### src/rtl/slow_clock_monitor.sv
// slow_clock_monitor
//   Receives an asynchronous slow square wave in the clk_in domain. It emits
//   single-cycle edge strobes, measures the rise-to-rise period in clk_in
//   cycles, and flags loss of the signal.
//
// Optional feature macro: SLOW_CLOCK_MONITOR_FALL_EDGE_EN
//   When the macro is defined, fall_pulse is generated and high_time is measured.
//   When it is undefined, both outputs are tied to 0.
//
// Parameters:
//   CNT_W          width of the cycle counter, period and high_time
//   TIMEOUT_CYCLES cycles without a rise before timeout asserts (< 2^CNT_W)
// Ports:
//   clk_in        system clock
//   reset         synchronous active-low reset
//   slow_in       asynchronous slow input
//   rise_pulse    one-cycle strobe per rising edge of slow_in
//   fall_pulse    one-cycle strobe per falling edge of slow_in
//   period        last rise-to-rise interval, in clk_in cycles
//   period_valid  one-cycle strobe, coincident with rise_pulse, when period updates
//   high_time     last rise-to-fall interval, in clk_in cycles
//   locked        at least one valid period measured since reset or timeout
//   timeout       no rise seen for TIMEOUT_CYCLES cycles
module slow_clock_monitor #(
  parameter int unsigned CNT_W          = 32,
  parameter int unsigned TIMEOUT_CYCLES = 100_000_000
) (
  input  logic             clk_in,
  input  logic             reset,
  input  logic             slow_in,
  output logic             rise_pulse,
  output logic             fall_pulse,
  output logic [CNT_W-1:0] period,
  output logic             period_valid,
  output logic [CNT_W-1:0] high_time,
  output logic             locked,
  output logic             timeout
);

  localparam logic [CNT_W-1:0] TC    = CNT_W'(TIMEOUT_CYCLES);
  localparam logic [CNT_W-1:0] TC_M1 = CNT_W'(TIMEOUT_CYCLES - 1);

  typedef enum logic [1:0] {ST_IDLE, ST_MEASURE, ST_TIMEOUT} state_t;

  state_t           state, state_d;
  logic             s1, s2, s3;
  logic             rise_det;
  logic [CNT_W-1:0] cnt, cnt_d;
  logic             tc_hit;
  logic [CNT_W-1:0] period_d;
  logic             period_valid_d, locked_d, timeout_d;

  // The FSM decides one cycle ahead of the registered strobes, so cnt_d
  // (the value cnt will hold during the strobe) is the measured interval.
  always_comb begin
    rise_det       = s2 & ~s3;
    cnt_d          = rise_pulse ? CNT_W'(1) : ((cnt == TC) ? cnt : cnt + CNT_W'(1));
    // cnt_d reaches the terminal count this cycle; a coincident rise wins
    tc_hit         = (cnt == TC_M1) && !rise_pulse;
    state_d        = state;
    period_d       = period;
    period_valid_d = 1'b0;
    locked_d       = locked;
    timeout_d      = timeout;
    case (state)
      ST_IDLE: begin
        if (rise_det) begin
          state_d = ST_MEASURE;
        end else if (tc_hit) begin
          state_d   = ST_TIMEOUT;
          timeout_d = 1'b1;
        end
      end
      ST_MEASURE: begin
        if (rise_det) begin
          period_d       = cnt_d;
          period_valid_d = 1'b1;
          locked_d       = 1'b1;
        end else if (tc_hit) begin
          state_d   = ST_TIMEOUT;
          timeout_d = 1'b1;
          locked_d  = 1'b0;
        end
      end
      ST_TIMEOUT: begin
        // The interval ending at this rise is meaningless, so no period_valid
        if (rise_det) begin
          state_d   = ST_MEASURE;
          timeout_d = 1'b0;
        end
      end
      default: state_d = ST_IDLE;
    endcase
  end

  // Synchroniser, counter, FSM state and registered outputs
  always_ff @(posedge clk_in) begin
    if (!reset) begin
      s1           <= 1'b0;
      s2           <= 1'b0;
      s3           <= 1'b0;
      cnt          <= '0;
      state        <= ST_IDLE;
      rise_pulse   <= 1'b0;
      period       <= '0;
      period_valid <= 1'b0;
      locked       <= 1'b0;
      timeout      <= 1'b0;
    end else begin
      s1           <= slow_in;
      s2           <= s1;
      s3           <= s2;
      cnt          <= cnt_d;
      state        <= state_d;
      rise_pulse   <= rise_det;
      period       <= period_d;
      period_valid <= period_valid_d;
      locked       <= locked_d;
      timeout      <= timeout_d;
    end
  end

`ifdef SLOW_CLOCK_MONITOR_FALL_EDGE_EN
  logic             fall_det;
  logic [CNT_W-1:0] high_time_d;

  // High time is the number of cycles from rise_pulse to fall_pulse
  always_comb begin
    fall_det    = ~s2 & s3;
    high_time_d = high_time;
    if (fall_det && (state == ST_MEASURE)) begin
      high_time_d = cnt_d;
    end
  end

  always_ff @(posedge clk_in) begin
    if (!reset) begin
      fall_pulse <= 1'b0;
      high_time  <= '0;
    end else begin
      fall_pulse <= fall_det;
      high_time  <= high_time_d;
    end
  end
`else
  assign fall_pulse = 1'b0;
  assign high_time  = '0;
`endif

endmodule

### config.mk
export PLATFORM = sky130hd
export DESIGN_NAME = slow_clock_monitor
export DESIGN_NICKNAME = d
export VERILOG_FILES = /design/src/rtl/slow_clock_monitor.sv
export SDC_FILE = /design/constraint.sdc
export NUM_CORES = 1
export LEC_CHECK = 0
export BUFFER_PORTS_ARGS = -buffer_cell sky130_fd_sc_hd__buf_2
export CORE_MARGIN = 2
export CORE_UTILIZATION = 29
export DETAILED_ROUTE_END_ITERATION = 7
export PLACE_DENSITY = 0.52
export SETUP_SLACK_MARGIN = 0.15
export SLEW_MARGIN = 20
export SYNTH_ARGS = -nofsm -noshare
export SYNTH_HDL_FRONTEND = slang
export SYNTH_SLANG_ARGS = --single-unit
### constraint.sdc
create_clock -name clk_in -period 2.2 [get_ports clk_in]
set_clock_uncertainty 0.1 [all_clocks]
set_input_delay 0.44 -clock clk_in [delete_from_list [all_inputs] [get_ports clk_in]]
set_output_delay 0.44 -clock clk_in [all_outputs]
set_load 0.005 [all_outputs]
# Yosys cells after proc, flatten, opt, wreduce, memory -nomap -nowiden
# Index checks and enable logic that the tools add are counted.
[word_totals]
register_bits = 73
inputBits = 3
output_inout_bits = 69
wordCells = 46
[classes]
add_sub_neg = 1
n_eq_ne = 8
mux = 14
bitwise = 2
reduce_logical = 11
[op_table]
columns = ["op", "count"]
rows = [
  ["$eq 32x27->1 const B", 2],
  ["$mux 32", 2],
  ["$add 32x1->32 const B", 1],
  ["$mux 2", 4],
  ["$reduce_and 2->1", 4],
  ["$mux 1", 6],
  ["$ne 2x2->1 const B", 3],
  ["$pmux 2 s3", 1],
  ["$reduce_and 4->1", 1],
  ["$reduce_bool 2->1", 2],
  ["$eq 2x1->1 const B", 1],
  ["$eq 2x2->1 const B", 1],
  ["$logic_not 2->1", 1],
  ["$ne 2x1->1 const B", 1],
  ["$pmux 1 s2", 1],
  ["$reduce_or 2->1", 1],
  ["$and 1x1->1", 1],
  ["$logic_and 1x1->1", 1],
  ["$logic_not 1->1", 1],
  ["$not 1->1", 1],
]

# Logic depth before layout (Yosys ltp)
[depth]
depth_word = 5
ltp_mapped = 7
depth_no_buf = 6

# Least setup slack after synthesis
# OpenSTA, ideal clock, no wires.
[synth_timing]
path_kind = "register to register"
start = "register cnt[0]"
end = "register locked"
setup_ps = 120
t_arrival_ps = 1914
required_ps = 1980
setup_slack_ps = 65
path_stages_with_launch = 7
n_path_buf = 0
period_less_slack_ps = 2135
path_cell_list = "dfxtp_1 > ha_1 > nand4_2 > or4_1 > or4_4 > nor4b_2 > nor2_1"
[synth_via]
elab_chain_cells = 4
[synth_lines]
columns = ["element", "line_no", "text"]
rows = [
  ["start: declaration", "48", "logic [CNT_W-1:0] cnt, cnt_d;"],
  ["start signal: assignment", "113", "cnt <= cnt_d;"],
  ["$eq 32x27->1", "59", "tc_hit = (cnt == TC_M1) && !rise_pulse;"],
  ["$logic_and 1x1->1", "59", ""],
  ["$reduce_bool 2->1 (no line)", "n/a", ""],
  ["$reduce_and 2->1 (no line)", "n/a", ""],
  ["end signal: assignment", "118", "locked <= locked_d;"],
  ["end: declaration", "36", "output logic locked,"],
]
# Every way passes these cells.
# A chain may end at the register's enable or synchronous reset.

# Final worst setup path
# Same ends and word-level chain as after synthesis.

==> summary.txt <==
Floorplanning
  – Die Width: around 110 um
  – Core area: 10800 um2
  – # IOs: 72
  – Die height: 109 um
  – Num rows: 38
  – Die area: 11900 um2
  – Initial core utilization: 0.297

Global routing
  – Total global-route track usage: 0.132
  – Vias in the first global route: between 2000 and 2500
  – Global-route wire length before repair: 11900 um
  – Grt ovf: 0
  – Largest net degree at the start of global routing: 24
  – Initial antenna violation count: 0

Worst setup path
  – Reg2reg path depth: 6
  – Critical path class: reg2reg
  – WP data arrival: ~2.2 ns
  – Critical path fanouts, max: 5
  – Req. time, crit path: 2.35 ns
  – Critical path launch point type: flop
  – Crit path capture type: flop

STA
  – Final hold violations: 0
  – Worst Setup Slack, final: between 0.15 and 0.2 ns
  – Period utilisation layout: 0.930
  – Slew Viols, Final: 0
  – RSZ-0062 raised after global routing: true
  – Final hold slack: roughly 0.21 ns
  – Max Fclk: slightly below 500 MHz
  – Tmin final: between 2 and 2.5 ns
  – Setup TNS: 0 ns
  – Setup Viol. Count Final: 0

Logic synthesis
  – Unique cell type count in the Yosys netlist: between 40 and 50
  – Yosys top cell by area: dfxtp_1
  – Synth Cell Area: ~3200 um2
  – Sequential fraction of the synthesis area: 0.456
  – Yosys top cell area share: 0.456
  – Top_reg_cell synth: dfxtp_1
  – Top-count cell post-synth: dfxtp_1
  – EDFF count, synth: 0
  – Asr flop ratio synth: 0
  – Post-Syn Instances: ~370
  – Top cells by area, synth: dfxtp_1, buf_4, nand2_1
  – Seq cells post-synth: 73
  – Avg Synthesized Cell Area: between 8 and 9 um2
  – Synth top cells by count: dfxtp_1, nand2_1, nor2_1, buf_4, o21ai_0
  – Syn. warnings: 0

Run
  – Max Cap Violations: 0

Cells and area
  – Final nets: 428
  – Antenna Diode Count: 0
  – Biggest regs: cnt: 32 flops, period: 32 flops, state: 2 flops
  – Fraction of layout cells with a size suffix above 1: 0.196
  – Syn-to-layout area delta: 18.5%
  – Post-route cell area: between 3000 and 4000 um2

Placement
  – Placed inst area: around 3600 um2
  – Hpwl dp: between 5000 and 6000 um
  – Final estimated routing congestion in global placement: about 0.79
  – Port buffer count: 38
  – Dpl ws: ~0.12 ns

Power
  – Pwr Density: around 650 nW/um2
  – Sw Ratio: 0.224
  – Sequential share of power: 0.543
  – Sw power: between 500 and 600 uW
  – Pint: between 1500 and 2000 uW
  – Combinational Power Share: 0.036
  – Static Leak: about 0.0015 uW
  – VDD IR max: roughly 0.23 mV
  – Clock power share: 0.420

Routing
  – Vias: approximately 2500
  – First-pass DRT Iterations: 4
  – Vias per Instance: about 4.5
  – Met1 Routed Length: between 3000 and 4000 um
  – Final ANT Viol Nets: 0
  – Met2 routed WL: 3070 um
  – 1st-iter DRT viols: 94
  – Met3 WL: 316 um
  – DRC errors left: 0
  – Routed wire per std cell: 12.4 um
  – Top sig layer: met4
  – Wirelength, routed: between 7000 and 8000 um

Clock network
  – TritonCTS buffer count: 9
  – Reg clk slew, reported paths: about 0.08 ns
  – Clock root buffer: clkbuf_8
  – Clk_lat worst skew: 0.35 ns
  – H-Tree Depth: 3
  – Clk buf depth: 2
  – CTS Hold Buffers Added: 0
  – TritonCTS clock tree: yes
  – Clk sink count: 73

Run status
  – Status: finished clean

Hold path
  – Hold Crit Depth: 2
  – Hold crit path type: in2reg
## logic make-up (layout without fill, tap and decap cells)
group / count (synthesis) / after routing / share of synthesized area
AOI/OAI and AO/OA: 40 / 40 / 0.0776
xor gates and xnor gates: 27 / 27 / 0.0737
adders and majority gates: 2 / 2 / 0.00780
buffers and inverters: 52 / 81 / 0.0995
DFF: 73 / 73 / 0.456
muxes: 4 / 4 / 0.0125
other: 1 / 33 / 0.00117
and+or+nand+nor: 168 / 168 / 0.272
## worst max-delay path: stages (launching register included)
cell	delay [ns]
dfxtp_4	0.38
ha_4	0.14
nand4_2	0.10
or4_1	0.47
or4_4	0.46
nor4b_4	0.22
nor2_1	0.07
## repair_timing
action,CTS,global route
resized for setup,2,5
setup endpoints to repair,1,26
setup buffers,0,3
pin swaps,0,3
hold endpoints to repair,0,0
## placed cells by master, fill, tap and decap left out, types with 4 or more instances in the layout
master / n
and2_1: 8
buf_2: 38
buf_4: 19
clkbuf_1: 4
clkbuf_8: 10
conb_1: 33
dfxtp_1: 70
inv_1: 7
mux2i_1: 4
nand2_1: 45
nand3_1: 16
nand4_1: 13
nor2_1: 45
nor3_1: 7
nor4_1: 6
o21ai_0: 24
or4_1: 4
xnor2_1: 9
xor2_1: 18
## power groups by stage
stage	Sequential, uW	Combinational (uW)	Clock (uW)
after global routing	1340	105	1130
after global placement	1370	88.2	0
after floorplan	1370	101	0
after CTS	1340	89.3	1080
final	1340	89.8	1040
after detailed placement	1370	89.4	0
## per-layer routing
layer	vias up	GRT usage
li1	1302	-
met1	1169	0.171
met2	58	0.197
met3	14	0.0395
met4	0	0.0668
met5	-	0
## final timing paths
| path | startpoint | to | slack (ns) |
|---|---|---|---|
| setup / recovery | cnt[0] | locked | 0.15 |
| hold / removal | slow_in | s1 | 0.21 |
| setup reg to reg | cnt[0] | locked | 0.15 |
| hold reg to reg | s1 | s2 | 0.33 |
## final cells by class
class | count | area, um2
Clock inverter | 2 | 37.5
Inverter | 7 | 26.3
Tap cell | 140 | 175
Fill cell | 1108 | 6990
Timing Repair Buffer | 58 | 353
Clock buffer | 14 | 153
Sequential cell | 73 | 1470
Multi-Input combinational cell | 274 | 1590
## metrics by stage
stage                util  instances  power, uW
floorplan               -        399       1470
global placement    0.329        549       1460
detailed placement  0.329        549       1460
CTS                 0.347        565       2510
global route        0.352        568       2580
finish              0.352        568       2470
(Power assumes the default switching activity.)
